[src/rtl/id_ex_stage.sv]
// ID/EX pipeline register with load-use hazard detection, branch flush and memory hold.
// Optional load-use bubble counter on o_bubble_cnt when SOIN_HAZARD_PERF_EN is defined.
module id_ex_stage #(
  parameter int XLEN = 32
) (
  input  logic            i_clk,
  input  logic            i_rst,
  input  logic            i_ID_valid,
  input  logic [4:0]      i_ID_rnum1,
  input  logic [4:0]      i_ID_rnum2,
  input  logic            i_ID_ren1,
  input  logic            i_ID_ren2,
  input  logic [4:0]      i_ID_wnum,
  input  logic            i_ID_wen,
  input  logic            i_ID_memRead,
  input  logic            i_ID_memWrite,
  input  logic [3:0]      i_ID_aluop,
  input  logic [XLEN-1:0] i_ID_rdata1,
  input  logic [XLEN-1:0] i_ID_rdata2,
  input  logic [XLEN-1:0] i_ID_imm,
  input  logic [XLEN-1:0] i_ID_pc,
  input  logic            i_flush,
  input  logic            i_hold,
  output logic            o_EX_valid,
  output logic            o_EX_wen,
  output logic            o_EX_memRead,
  output logic            o_EX_memWrite,
  output logic [4:0]      o_EX_rnum1,
  output logic [4:0]      o_EX_rnum2,
  output logic [4:0]      o_EX_wnum,
  output logic [3:0]      o_EX_aluop,
  output logic [XLEN-1:0] o_EX_rdata1,
  output logic [XLEN-1:0] o_EX_rdata2,
  output logic [XLEN-1:0] o_EX_imm,
  output logic [XLEN-1:0] o_EX_pc,
`ifdef SOIN_HAZARD_PERF_EN
  output logic [31:0]     o_bubble_cnt,
`endif
  output logic            o_ID_stall
);

  logic src1_hit;
  logic src2_hit;
  logic load_use;
  logic bubble;

  // A load targeting x0 never produces a value worth waiting for.
  assign src1_hit = i_ID_ren1 && (i_ID_rnum1 == o_EX_wnum);
  assign src2_hit = i_ID_ren2 && (i_ID_rnum2 == o_EX_wnum);
  assign load_use = o_EX_valid && o_EX_memRead && (o_EX_wnum != 5'd0) &&
                    i_ID_valid && (src1_hit || src2_hit);

  assign o_ID_stall = i_hold || (load_use && !i_flush);
  assign bubble     = i_flush || load_use;

  always_ff @(posedge i_clk or posedge i_rst) begin
    if (i_rst) begin
      o_EX_valid    <= 1'b0;
      o_EX_wen      <= 1'b0;
      o_EX_memRead  <= 1'b0;
      o_EX_memWrite <= 1'b0;
      o_EX_rnum1    <= 5'd0;
      o_EX_rnum2    <= 5'd0;
      o_EX_wnum     <= 5'd0;
      o_EX_aluop    <= 4'd0;
      o_EX_rdata1   <= '0;
      o_EX_rdata2   <= '0;
      o_EX_imm      <= '0;
      o_EX_pc       <= '0;
    end else if (!i_hold) begin
      if (bubble) begin
        o_EX_valid    <= 1'b0;
        o_EX_wen      <= 1'b0;
        o_EX_memRead  <= 1'b0;
        o_EX_memWrite <= 1'b0;
        o_EX_rnum1    <= 5'd0;
        o_EX_rnum2    <= 5'd0;
        o_EX_wnum     <= 5'd0;
        o_EX_aluop    <= 4'd0;
        o_EX_rdata1   <= '0;
        o_EX_rdata2   <= '0;
        o_EX_imm      <= '0;
        o_EX_pc       <= '0;
      end else begin
        // Side-effecting controls are squashed for an invalid slot; the rest passes through.
        o_EX_valid    <= i_ID_valid;
        o_EX_wen      <= i_ID_wen && i_ID_valid;
        o_EX_memRead  <= i_ID_memRead && i_ID_valid;
        o_EX_memWrite <= i_ID_memWrite && i_ID_valid;
        o_EX_rnum1    <= i_ID_rnum1;
        o_EX_rnum2    <= i_ID_rnum2;
        o_EX_wnum     <= i_ID_wnum;
        o_EX_aluop    <= i_ID_aluop;
        o_EX_rdata1   <= i_ID_rdata1;
        o_EX_rdata2   <= i_ID_rdata2;
        o_EX_imm      <= i_ID_imm;
        o_EX_pc       <= i_ID_pc;
      end
    end
  end

`ifdef SOIN_HAZARD_PERF_EN
  always_ff @(posedge i_clk or posedge i_rst) begin
    if (i_rst) begin
      o_bubble_cnt <= 32'd0;
    end else if (!i_hold && !i_flush && load_use) begin
      o_bubble_cnt <= o_bubble_cnt + 32'd1;
    end
  end
`endif

endmodule

[config.mk]
export PLATFORM = sky130hd
export DESIGN_NAME = id_ex_stage
export DESIGN_NICKNAME = d
export VERILOG_FILES = /design/src/rtl/id_ex_stage.sv
export SDC_FILE = /design/constraint.sdc
export NUM_CORES = 1
export LEC_CHECK = 0
export ABC_AREA = 0
export BUFFER_PORTS_ARGS = -buffer_cell sky130_fd_sc_hd__buf_4
export CORE_AREA = 4 4 114 143
export DETAILED_ROUTE_END_ITERATION = 7
export DIE_AREA = 0 0 118 147
export PLACE_DENSITY = 0.88
export SETUP_SLACK_MARGIN = 0.3
export SLEW_MARGIN = 15
export SYNTH_ARGS = -nofsm -noshare
export SYNTH_HDL_FRONTEND = slang
export SYNTH_SLANG_ARGS = --single-unit
[constraint.sdc]
create_clock -name i_clk -period 5.6 [get_ports i_clk]
set_clock_uncertainty 0.15 [all_clocks]
set_input_delay 0.56 -clock i_clk [delete_from_list [all_inputs] [get_ports i_clk]]
set_output_delay 0.56 -clock i_clk [all_outputs]
set_load 0.05 [all_outputs]
After elaboration in Yosys (flattened, before gate mapping)

Index checks and enable logic that the tools add are counted.

Mux-type cells: 12
Reduce and logical (&&, ||, !) cells: 15
Eq/ne operators: 2

Operator list:

| operator          | number |
|---|---|
| $mux 32           | 4 |
| $mux 5            | 3 |
| $eq 5x5->1        | 2 |
| $logic_and 1x1->1 | 10 |
| $reduce_bool 5->1 | 1 |
| $mux 1            | 4 |
| $mux 4            | 1 |
| $logic_or 1x1->1  | 3 |
| $logic_not 1->1   | 1 |

Output and inout port bits: 152
Bits of input ports: 157
Register bits: 151
Word-level logic and storage cells: 41

Logic depth before layout (Yosys ltp)

Depth in word-level cells: 6
Gate-level depth with buffers: 7
Depth with buffers taken out: 4

Worst setup path before layout

No wires, ideal clock.

Path kind: register to output
From: register o_EX_wnum[3]
To: output o_ID_stall
Required time: 4.890 ns
Buffers on the path: 3
Slack: 2.681 ns
Arrival time: 2.209 ns
Stages on the path, launching flop included: 8
Cell sequence: dfrtp_1 > xnor2_1 > nand4_1 > o22ai_1 > buf_2 > buf_4 > buf_4 > a21o_1

Cells in the longest elaborated chain, start to end: 6
Elaborated cells between the ends (all ways): 11
Classes of those cells: eq/ne (2); reduce/logical (9)

Ends and longest elaborated chain:

| item                                                         | RTL line   | RTL |
|---|---|---|
| start: declaration                                           | 30         | `output logic [4:0] o_EX_wnum,` |
| start signal: assignment                                     | 92         | `o_EX_wnum <= i_ID_wnum;` |
| $eq 5x5->1, or another cell as far along                     | 48         | `assign src1_hit = i_ID_ren1 && (i_ID_rnum1 == o_EX_wnum);` |
| $logic_and 1x1->1 (on tied branches)                         | 48, 49, 50 |  |
| $logic_or 1x1->1 / $logic_and 1x1->1 (equally long branches) | 51, 50     |  |
| $logic_and 1x1->1 (*)                                        | 51         | `i_ID_valid && (src1_hit \|\| src2_hit);` |
| $logic_and 1x1->1 (*)                                        | 53         | `assign o_ID_stall = i_hold \|\| (load_use && !i_flush);` |
| $logic_or 1x1->1 (*)                                         | 53         |  |
| end: declaration                                             | 39         | `output logic o_ID_stall` |

Mark *: on every way between the ends. The rest lies on a longest branch, timed or not.

Final worst setup path

From: register o_EX_wnum[2]
To: output o_ID_stall

The elaborated chain is that of the path after synthesis.

==> results.cfg <==
[logic_synthesis]
netlist_area_sq_mm = 0.007097
synth_most_common_cell = dfrtp_1
yosys.area.top_type = dfrtp_1
syn_avg_cell_area_sq_um = 9.802
ys_types = 25
yosysSeqAreaShare_pct = 53.24
synth_nets = 881
synthArstFlopShare_pct = 100.0
yosys_warnings = 0
synth_seq_cells = 151
synth_area_leaders = dfrtp_1 (53%), a32oi_1 (17%), o21ai_0 (8.8%)
syn_inst = 724
synth-main-ff-cell = dfrtp_1
yosysTopAreaCellShare_pct = 53.24
synth_edf_count = 0
synthTopCellsByCount = dfrtp_1 (151), nand2_1 (142), a32oi_1 (137)

[placement]
hpwl_microns = 14750
portBuffers = 308
globalplace.congestion = 0.7971
pre_cts_slack_ns = 2.418

[global_route]
grt.overflow.total = 0
grt_pass1_wl_microns = 35260
grt_pass1_vias = 6634
grt_max_degree = 275
grt_usage_pct = 24.87
antenna_found_initial = 0

[timing]
slew_headroom_pct = 23.22
hold_viol = 0
setup_viol = 0
worst_pin_slew_ns = 1.152
max_freq_ghz = 0.3120
min_period_ns = 3.205
finalMaxSlewViolations = 0
tns_ns = 0
rsz0062_at_grt = false
setup_slack_ns = 2.395
period_share_pct = 57.24

[critical_path]
crit_path_end_kind = primary output
crit_end = o_ID_stall
critPathMaxFanout = 35
r2r_start = o_EX_wnum[2]$_DFFE_PP0N_
r2r_end = o_EX_rdata2[6]$_DFFE_PP0N_
cp_data_arrival_time_ns = 2.50
startpoint_type = register
worstRegToRegCells = 6
cp_cell_sequence = or4_1, o21ai_4, buf_12, nor2_1, a21o_1, buf_4
crit_start = o_EX_wnum[2]$_DFFE_PP0N_
cpPeakStageDelay_ns = 0.59
rrSetupSlack_ns = 2.85
critPathRequiredTime_ns = 4.89
cpMaxStageDelayCell = or4_1
critical_path_class = reg -> out

[pwr]
p_leak_uw = 0.004386
vdd_drop_max_v = 0.0001996
p_per_area_mw_per_mm2 = 351.6

[detailed_routing]
via_count = 7037
wl_per_cell_microns = 19.01
dr.pass1.iters = 5
vias_per_cell = 6.015
drc = 0
final_antenna_net_count = 0
wl_microns = 22240
drtIter0Drc = 688

[layout]
layout-drive-gt1-share_pct = 36.44
area_growth_pct = 40.29
nNetsFinal = 1133
antennaDiodeCount = 0

[flow_run]
maxCapViolCount = 0

[clock_tree]
tritoncts = yes
clkLatencyLatePin_ns = 0.41
clockRootBuffer = clkbuf_16
cts.hold.buffers_added = 0
h-tree-depth = 4
post-cts-setup-buffers = 0
cts_buffers = 17
clk_pin_slew_ns = 0.06
cts_resized = 0
cts.path.max_buffers = 2
cts.sinks = 151

[floorplanning]
ios = 309
initial_core_util_pct = 47.66
dieWidth_microns = 118
die_h_microns = 147
core_sq_mm = 0.01489
row_count = 50
die_area_sq_mm = 0.01735

[worst_hold_path]
hold_class = in -> async

[outcome]
status = complete, no violations
-- state kept, by name, indices dropped and copies added (netlist names) --
name / count
o_EX_rnum2: 5
o_EX_rnum1: 5
o_EX_wen: 1
o_EX_valid: 1
o_EX_memRead: 1
o_EX_imm: 32
o_EX_rdata2: 32
o_EX_rdata1: 32
o_EX_memWrite: 1
o_EX_pc: 32
o_EX_aluop: 4
o_EX_wnum: 5
-- through the flow --
stage	utilization (%)	hold WS [ns]	power [uW]	instances	instance area [sq um]
final	66.87	0.03124	3500	1170	9956
after global routing	66.87	0.05904	3643	1170	9956
after CTS	66.73	0.03266	3524	1169	9936
after detailed placement	62.97	0.3297	2433	1138	9375
after global placement	62.97	0.3209	2413	1138	9375
after floorplan	-	0.5373	2023	724	7097
-- worst max-delay path, delay by kind of cell, from the launching register on --
kind                   cells  cell delay [ns]
and+or+nand+nor            2             0.65
AOI/OAI and AO/OA          2             0.56
DFF                        1             0.44
buffers and inverters      2             0.44
-- per-layer routing --
layer	routed length [microns]	GRT usage, %	up-vias
met5	0	0	-
met4	879	11.85	0
met3	1383	5.314	60
met2	11300	41.32	296
met1	8676	31.09	3419
li1	-	-	3262
-- final cells by class --
type / instances / area (sq um)
fill: 1199 / 4933
sequential: 151 / 3779
multi-input combinational: 488 / 2975
timing repair buffer: 317 / 2405
clock buffer: 23 / 488.0
tap: 182 / 227.7
clock inverter: 8 / 72.57
inverter: 1 / 8.758
-- report_power, final --
part | internal [uW] | switching (uW)
sequential | 1230 | 85.1
combinational | 343 | 760
clock | 653 | 433
total | 2220 | 1280
-- cell usage in the layout, fill, tap and decap left out, types with 2 or more instances in the layout --
| cell | Yosys | routed |
|---|---|---|
| a22oi_1 | 14 | 14 |
| a32oi_1 | 137 | 137 |
| buf_12 | 0 | 2 |
| buf_4 | 10 | 315 |
| clkbuf_1 | 60 | 2 |
| clkbuf_16 | 0 | 17 |
| clkbuf_8 | 0 | 4 |
| clkinv_2 | 0 | 4 |
| clkinvlp_4 | 0 | 3 |
| dfrtp_1 | 151 | 151 |
| nand2_1 | 142 | 142 |
| nand4_1 | 2 | 2 |
| nor2_1 | 3 | 2 |
| nor3b_1 | 13 | 13 |
| o21ai_0 | 125 | 125 |
| o21ai_1 | 22 | 22 |
| o221ai_1 | 3 | 3 |
| or3b_2 | 10 | 10 |
| xnor2_1 | 10 | 10 |
-- kinds of logic (layout without fill, tap and decap cells) --
group	after synthesis	after routing	synth area share (%)
AO/OA/AOI/OAI	305	305	29.55
XOR/XNOR	10	10	1.234
buffers and inverters	85	349	5.236
flip-flops	151	151	53.24
AND/OR/NAND/NOR	173	173	10.74
-- worst min path at each step --
stage,from,slack [ns],cells past startpoint,end
after floorplan,i_ID_imm[10],0.54,2,o_EX_imm[10]$_DFFE_PP0N_
after CTS,i_rst,0.03,2,o_EX_imm[8]$_DFFE_PP0N_
after global placement,o_EX_rdata1[11]$_DFFE_PP0N_,0.32,2,o_EX_rdata1[11]$_DFFE_PP0N_
final,i_rst,0.03,2,o_EX_imm[0]$_DFFE_PP0N_
after global routing,i_rst,0.06,2,o_EX_imm[8]$_DFFE_PP0N_
after detailed placement,o_EX_pc[29]$_DFFE_PP0N_,0.33,2,o_EX_pc[29]$_DFFE_PP0N_
Power figures use the tool's default switching activity.
